==> src/rtl/imem_loader_pkg.sv <==
// Shared types and constants for the instruction memory loader.
//   - state_e        : loader FSM state encoding
//   - INSTRUCTION_LEN: instruction word width
//   - ADDRESS_LEN    : instruction address width
//   - HDR_RSVD_BITS  : reserved upper bits of the 16-bit word-count header
//   - BYTES_PER_WORD : stream bytes per instruction word
`timescale 1ns/1ps
package imem_loader_pkg;

  localparam int unsigned INSTRUCTION_LEN = 19;
  localparam int unsigned ADDRESS_LEN     = 12;
  localparam int unsigned HDR_RSVD_BITS   = 4;
  localparam int unsigned BYTES_PER_WORD  = 3;
  localparam int unsigned BYTE_SEL_W      = $clog2(BYTES_PER_WORD);

  typedef enum logic [3:0] {
    StIdle,
    StHdrLo,
    StHdrHi,
    StB0,
    StB1,
    StB2,
    StWrite,
    StCsum,
    StDone,
    StErr
  } state_e;

endpackage

==> src/rtl/loader_word_assembler.sv <==
// Assembles three little-endian stream bytes into one instruction word and keeps
// the running XOR checksum over all word bytes of a session.
// Ports:
//   clk_i, rst_ni : clock, asynchronous active-low reset
//   clear_i       : start of a session, zeroes the checksum
//   byte_en_i     : a word byte is accepted this cycle
//   byte_sel_i    : which byte of the word (0 = b0, 1 = b1, 2 = b2)
//   byte_i        : stream byte
//   word_o        : last completed word {b2[2:0], b1, b0}
//   csum_o        : XOR of all word bytes accepted since clear_i
//   rsvd_err_o    : byte_i has non-zero bits above the word width (valid for b2)
`timescale 1ns/1ps
module loader_word_assembler
  import imem_loader_pkg::*;
(
  input  logic                       clk_i,
  input  logic                       rst_ni,
  input  logic                       clear_i,
  input  logic                       byte_en_i,
  input  logic [BYTE_SEL_W-1:0]      byte_sel_i,
  input  logic [7:0]                 byte_i,
  output logic [INSTRUCTION_LEN-1:0] word_o,
  output logic [7:0]                 csum_o,
  output logic                       rsvd_err_o
);

  localparam int unsigned TopBits = INSTRUCTION_LEN - 16;

  logic [7:0]                 b0_q, b0_d;
  logic [7:0]                 b1_q, b1_d;
  logic [INSTRUCTION_LEN-1:0] word_q, word_d;
  logic [7:0]                 csum_q, csum_d;

  assign rsvd_err_o = (byte_i[7:TopBits] != '0);

  always_comb begin
    b0_d   = b0_q;
    b1_d   = b1_q;
    word_d = word_q;
    csum_d = csum_q;
    if (clear_i) begin
      csum_d = 8'h00;
    end else if (byte_en_i) begin
      csum_d = csum_q ^ byte_i;
      unique case (byte_sel_i)
        2'd0: b0_d = byte_i;
        2'd1: b1_d = byte_i;
        2'd2: begin
          // A bad b2 sends the FSM to ERR; keep the old word on the data bus.
          if (!rsvd_err_o) begin
            word_d = {byte_i[TopBits-1:0], b1_q, b0_q};
          end
        end
        default: ;
      endcase
    end
  end

  always_ff @(posedge clk_i or negedge rst_ni) begin
    if (!rst_ni) begin
      b0_q   <= 8'h00;
      b1_q   <= 8'h00;
      word_q <= '0;
      csum_q <= 8'h00;
    end else begin
      b0_q   <= b0_d;
      b1_q   <= b1_d;
      word_q <= word_d;
      csum_q <= csum_d;
    end
  end

  assign word_o = word_q;
  assign csum_o = csum_q;

endmodule

==> src/rtl/imem_loader.sv <==
// Instruction memory loader: receives a byte stream (16-bit word-count header,
// N 3-byte words, XOR checksum byte), writes words to consecutive addresses from 0,
// and keeps the core held until a load completes with a matching checksum.
// Ports:
//   clk, rst            : clock, asynchronous active-low reset
//   start               : begin a session (honoured only in IDLE, DONE, ERR)
//   byte_valid/data     : stream input; byte_ready is the loader's acceptance
//   im_write_en/addr/data : single-cycle instruction memory write
//   core_hold           : holds the core in reset until a successful load
//   busy, done, error   : session in progress, success pulse, sticky failure
`timescale 1ns/1ps
module imem_loader
  import imem_loader_pkg::*;
(
  input  logic                       clk,
  input  logic                       rst,
  input  logic                       start,
  input  logic                       byte_valid,
  input  logic [7:0]                 byte_data,
  output logic                       byte_ready,
  output logic                       im_write_en,
  output logic [ADDRESS_LEN-1:0]     im_write_addr,
  output logic [INSTRUCTION_LEN-1:0] im_write_data,
  output logic                       core_hold,
  output logic                       busy,
  output logic                       done,
  output logic                       error
);

  state_e                 state_q, state_d;
  logic [7:0]             hdr_lo_q, hdr_lo_d;
  logic [ADDRESS_LEN-1:0] words_left_q, words_left_d;
  logic [ADDRESS_LEN-1:0] addr_q, addr_d;
  logic                   hold_q, hold_d;
  logic                   done_q, done_d;

  logic                       accept;
  logic                       hdr_rsvd_err;
  logic [ADDRESS_LEN-1:0]     hdr_count;
  logic                       asm_clear;
  logic                       asm_en;
  logic [BYTE_SEL_W-1:0]      asm_sel;
  logic [INSTRUCTION_LEN-1:0] asm_word;
  logic [7:0]                 asm_csum;
  logic                       asm_rsvd_err;

  always_comb begin
    byte_ready = 1'b0;
    unique case (state_q)
      StHdrLo, StHdrHi, StB0, StB1, StB2, StCsum: byte_ready = 1'b1;
      default: byte_ready = 1'b0;
    endcase
  end

  assign accept       = byte_valid && byte_ready;
  assign hdr_rsvd_err = (byte_data[7 -: HDR_RSVD_BITS] != '0);
  assign hdr_count    = {byte_data[7-HDR_RSVD_BITS:0], hdr_lo_q};

  always_comb begin
    state_d      = state_q;
    hdr_lo_d     = hdr_lo_q;
    words_left_d = words_left_q;
    addr_d       = addr_q;
    hold_d       = hold_q;
    done_d       = 1'b0;
    asm_clear    = 1'b0;
    asm_en       = 1'b0;
    asm_sel      = '0;
    unique case (state_q)
      StIdle, StDone, StErr: begin
        if (start) begin
          state_d   = StHdrLo;
          addr_d    = '0;
          hold_d    = 1'b1;
          asm_clear = 1'b1;
        end
      end
      StHdrLo: begin
        if (accept) begin
          hdr_lo_d = byte_data;
          state_d  = StHdrHi;
        end
      end
      StHdrHi: begin
        if (accept) begin
          if (hdr_rsvd_err) begin
            state_d = StErr;
          end else if (hdr_count == '0) begin
            state_d = StCsum;
          end else begin
            words_left_d = hdr_count;
            state_d      = StB0;
          end
        end
      end
      StB0: begin
        if (accept) begin
          asm_en  = 1'b1;
          asm_sel = BYTE_SEL_W'(0);
          state_d = StB1;
        end
      end
      StB1: begin
        if (accept) begin
          asm_en  = 1'b1;
          asm_sel = BYTE_SEL_W'(1);
          state_d = StB2;
        end
      end
      StB2: begin
        if (accept) begin
          asm_en  = 1'b1;
          asm_sel = BYTE_SEL_W'(2);
          state_d = asm_rsvd_err ? StErr : StWrite;
        end
      end
      StWrite: begin
        // The write strobe uses addr_q this cycle; the increment lands at the edge.
        addr_d       = addr_q + ADDRESS_LEN'(1);
        words_left_d = words_left_q - ADDRESS_LEN'(1);
        state_d      = (words_left_q == ADDRESS_LEN'(1)) ? StCsum : StB0;
      end
      StCsum: begin
        if (accept) begin
          if (byte_data == asm_csum) begin
            state_d = StDone;
            hold_d  = 1'b0;
            done_d  = 1'b1;
          end else begin
            state_d = StErr;
          end
        end
      end
      default: state_d = StIdle;
    endcase
  end

  always_ff @(posedge clk or negedge rst) begin
    if (!rst) begin
      state_q      <= StIdle;
      hdr_lo_q     <= 8'h00;
      words_left_q <= '0;
      addr_q       <= '0;
      hold_q       <= 1'b1;
      done_q       <= 1'b0;
    end else begin
      state_q      <= state_d;
      hdr_lo_q     <= hdr_lo_d;
      words_left_q <= words_left_d;
      addr_q       <= addr_d;
      hold_q       <= hold_d;
      done_q       <= done_d;
    end
  end

  loader_word_assembler u_asm (
    .clk_i      (clk),
    .rst_ni     (rst),
    .clear_i    (asm_clear),
    .byte_en_i  (asm_en),
    .byte_sel_i (asm_sel),
    .byte_i     (byte_data),
    .word_o     (asm_word),
    .csum_o     (asm_csum),
    .rsvd_err_o (asm_rsvd_err)
  );

  // Decoded from state so an asynchronous reset drops the strobe immediately.
  assign im_write_en   = (state_q == StWrite);
  assign im_write_addr = addr_q;
  assign im_write_data = asm_word;
  assign core_hold     = hold_q;
  assign busy          = !((state_q == StIdle) || (state_q == StDone) || (state_q == StErr));
  assign done          = done_q;
  assign error         = (state_q == StErr);

endmodule

==> config.mk <==
export PLATFORM = sky130hd
export DESIGN_NAME = imem_loader
export DESIGN_NICKNAME = d
export VERILOG_FILES = /design/src/rtl/imem_loader_pkg.sv /design/src/rtl/loader_word_assembler.sv /design/src/rtl/imem_loader.sv
export SDC_FILE = /design/constraint.sdc
export NUM_CORES = 1
export LEC_CHECK = 0
export BUFFER_PORTS_ARGS = -buffer_cell sky130_fd_sc_hd__buf_2
export CORE_AREA = 2 2 109 111
export CTS_CLUSTER_DIAMETER = 60
export DETAILED_ROUTE_END_ITERATION = 16
export DIE_AREA = 0 0 111 113
export PLACE_DENSITY = 0.57
export SLEW_MARGIN = 20
export SYNTH_ARGS = -nofsm -noshare
export SYNTH_HDL_FRONTEND = slang
export SYNTH_SLANG_ARGS = --single-unit
==> constraint.sdc <==
create_clock -name clk -period 2.2 [get_ports clk]
set_input_delay 0.33 -clock clk [delete_from_list [all_inputs] [get_ports clk]]
set_output_delay 0.33 -clock clk [all_outputs]
set_load 0.005 [all_outputs]
==> out/results.tsv <==
stage	metric	value	unit
status	status	complete, no violations	
yosys	seq_area_frac_synth	0.519	
routing	wirelength_met1	4160	um
yosys	synth_edf_count	0	
floorplanning	fp.dieW	111	um
clock_tree	cts_buffers	9	
min_path	worst_hold_path_type	in -> reg	
clock_tree	post-cts-setup-buffers	0	
floorplanning	dieArea	0.0125	sq mm
sta	fmax	495	MHz
placed_design	io_buffers	48	
pwr	p_int	3.48	mW
routing	drtIter0Drc	210	
sta	worst_pin_slew	508	ps
clock_tree	path_clk_slew	60	ps
placed_design	hpwl	6270	um
global_routing	track_usage	0.150	
sta	setup_violations	0	
floorplanning	pin_count	49	
clock_tree	clockRootBuffer	clkbuf_16	
sta	rsz0062_at_grt	false	
finish	drive_gt1_frac	0.290	
yosys	ys.flop_type	dfrtp_1	
routing	drc_errors	0	
sta	finalMaxSlewViolations	0	
sta	hold_viol	0	
finish	postLayoutCoreUtil	0.417	
worst_setup_path	criticalPathCategory	reg -> reg	
clock_tree	cts.sinks	81	
worst_setup_path	worstPathArrival	2280	ps
worst_setup_path	required	2460	ps
routing	wl_met3	412	um
yosys	synth.distinct_cells	47	
clock_tree	clk_path_buf_depth	2	
sta	slew-limit-headroom	0.662	
pwr	switching_power	1.71	mW
global_routing	grt_pass1_wl	15100	um
finish	area_growth	20.4	%
worst_setup_path	cp-end-kind	flop	
global_routing	antenna_found_initial	0	
floorplanning	coreArea	0.0113	sq mm
placed_design	globalplace.congestion	0.822	
yosys	synth.net_count	371	
yosys	yosys.area.top_type_share	0.512	
routing	viasPerCell	5.34	
yosys	syn_area	0.00391	sq mm
finish	diodes	0	
yosys	yosysWarningCount	0	
global_routing	overflow	0	
yosys	synth_top_area_cell	dfrtp_1	
global_routing	grt_pass1_vias	2962	
clock_tree	htreeDepth	3	
worst_setup_path	critPathMaxFanout	5	
routing	vias	3008	
yosys	ys_top_cells_by_area	dfrtp_1 51%, mux2_2 9.5%, o21ai_0 4.2%	
routing	drt-total-wl	8880	um
routing	firstDrtPassIters	4	
pwr	power	5.19	mW
sta	post-route-min-period	2020	ps
pwr	p_leak	2.24	nW
finish	nNetsFinal	431	
routing	antenna_left	0	
yosys	synth_cells	356	
pwr	pwr-share-seq	0.452	
pwr	peakVddDrop	610	uV
yosys	ys_ff_latch	81	
routing	wl_met2	4260	um
yosys	async_reset_ff_frac	1.00	
floorplanning	num_rows	39	
run	max_cap_violations	0	
sta	whs	342	ps
global_routing	grt_max_degree	54	
clock_tree	ctsResizeCount	0	
floorplanning	start_util	0.347	
sta	fin_tns_setup	0	ps
routing	highest_layer	met4	
pwr	p_comb_frac	0.277	
pwr	powerDensity	1100	mW/mm^2
clock_tree	clk_latency	340	ps
pwr	pwr-share-clk	0.270	
clock_tree	cts_tree	built	
sta	fin_worst_skew	8.22	ps
yosys	avgSynthCellArea	11.0	sq um
worst_setup_path	start_kind	flop	
routing	routedWlPerCell	15.8	um
sta	period_share	0.918	
pwr	p_sw_frac	0.330	
floorplanning	die_h	113	um
## sequential cells by signal (all words and copies together), names as in the netlist
register       flops
core_hold          1
done               1
hdr_lo_q           8
im_write_addr     12
state_q            4
u_asm.b0_q         8
u_asm.b1_q         8
u_asm.csum_o       8
u_asm.word_o      19
words_left_q      12
## layout make-up
type	instances	area (sq um)
Clock buffer	10	239
Fill cell	1093	6570
Timing Repair Buffer	66	405
Tap cell	143	179
Inverter	5	18.8
Multi-Input combinational cell	253	1790
Sequential cell	81	2030
Clock inverter	5	41.3
## cells in the final DEF (no fill, tap or decap), types with 5 or more instances in the layout
cell,instances
a21oi_1,11
nor4_1,8
nor3_1,6
nand4_1,5
clkbuf_16,9
xor2_1,8
nand2_1,16
nor2b_1,12
nand3_1,16
o32a_1,6
nand2b_1,7
o21ai_0,33
dfrtp_1,80
mux2_1,10
mux2_2,33
nor2_1,23
and3_1,6
a22o_1,9
buf_4,16
buf_2,47
## what timing repair did
action	in CTS	in global routing
setup endpoints to repair	0	0
hold buffers	1	0
endpoints found under the hold margin	27	0
## per-stage QoR
| stage | std cells | worst slack (ps) | instance area (sq um) |
|---|---|---|---|
| floorplan | 356 | 280 | 3910 |
| global placement | 547 | 215 | 4410 |
| detailed placement | 547 | 199 | 4410 |
| CTS | 563 | 153 | 4700 |
| global route | 563 | 15.0 | 4700 |
| finish | 563 | 180 | 4700 |
## worst max-delay path, cell delays in order, from the launching register on
cell	delay, ps
dfrtp_1	410
or4_4	580
or4_4	440
o22ai_2	90
or3b_1	350
nand3_1	80
## metal layers
| layer | vias up | global-route usage |
|---|---|---|
| met1 | 1477 | 0.200 |
| met2 | 79 | 0.244 |
| met4 | 0 | 0.0333 |
| met3 | 5 | 0.0450 |
| li1 | 1447 | - |
| met5 | - | 0 |
## final timing paths
kind	start	to	slack, ps	cells after the start
worst min register to register	u_asm.word_o[8]$_DFFE_PN0P_	u_asm.word_o[8]$_DFFE_PN0P_	490	1
worst max register to register	words_left_q[7]$_DFFE_PN0P_	state_q[2]$_DFFE_PN0P_	180	5
worst min-delay path	byte_data[0]	hdr_lo_q[0]$_DFFE_PN0P_	340	2
max in group asynchronous	rst	u_asm.csum_o[1]$_DFFE_PN0P_	1140	3
min in group asynchronous	rst	state_q[2]$_DFFE_PN0P_	470	2
worst max-delay path	words_left_q[7]$_DFFE_PN0P_	state_q[2]$_DFFE_PN0P_	180	5
## synth_stat cells (2+ instances only)
library cell	count
a211oi_1	3
a21o_1	2
a21oi_1	11
a22o_1	9
a31oi_1	4
and3_1	6
clkbuf_1	16
dfrtp_1	80
ha_1	3
inv_1	4
mux2_1	10
mux2_2	33
nand2_1	16
nand2b_1	7
nand3_1	16
nand3b_1	2
nand4_1	5
nor2_1	23
nor2b_1	12
nor3_1	6
nor3b_1	4
nor4_1	8
o21ai_0	33
o221a_2	2
o22ai_1	3
o31ai_1	2
o32a_1	6
or3_1	3
or4_4	2
xor2_1	8
## logic make-up (layout without fill, tap and decap cells)
kind of cell	Yosys count	after routing	share of synthesized area
AO/OA/AOI/OAI	80	80	0.133
XOR/XNOR	8	8	0.0179
adder cells (fa/ha/maj)	3	3	0.00961
buffers and inverters	22	86	0.0221
flip-flops	81	81	0.519
multiplexers	44	44	0.127
AND/OR/NAND/NOR	118	118	0.171
## power by group through the flow
stage          registers (mW)  clock network [mW]  logic [mW]
2_1_floorplan            2.21                   0        1.11
3_3_place_gp             2.34                   0        1.41
3_5_place_dp             2.37                   0        1.44
4_1_cts                  2.34                1.45        1.46
5_1_grt                  2.41                1.51        1.62
6_report                 2.35                1.40        1.44
Note: power is estimated with default switching activity, not from simulation.
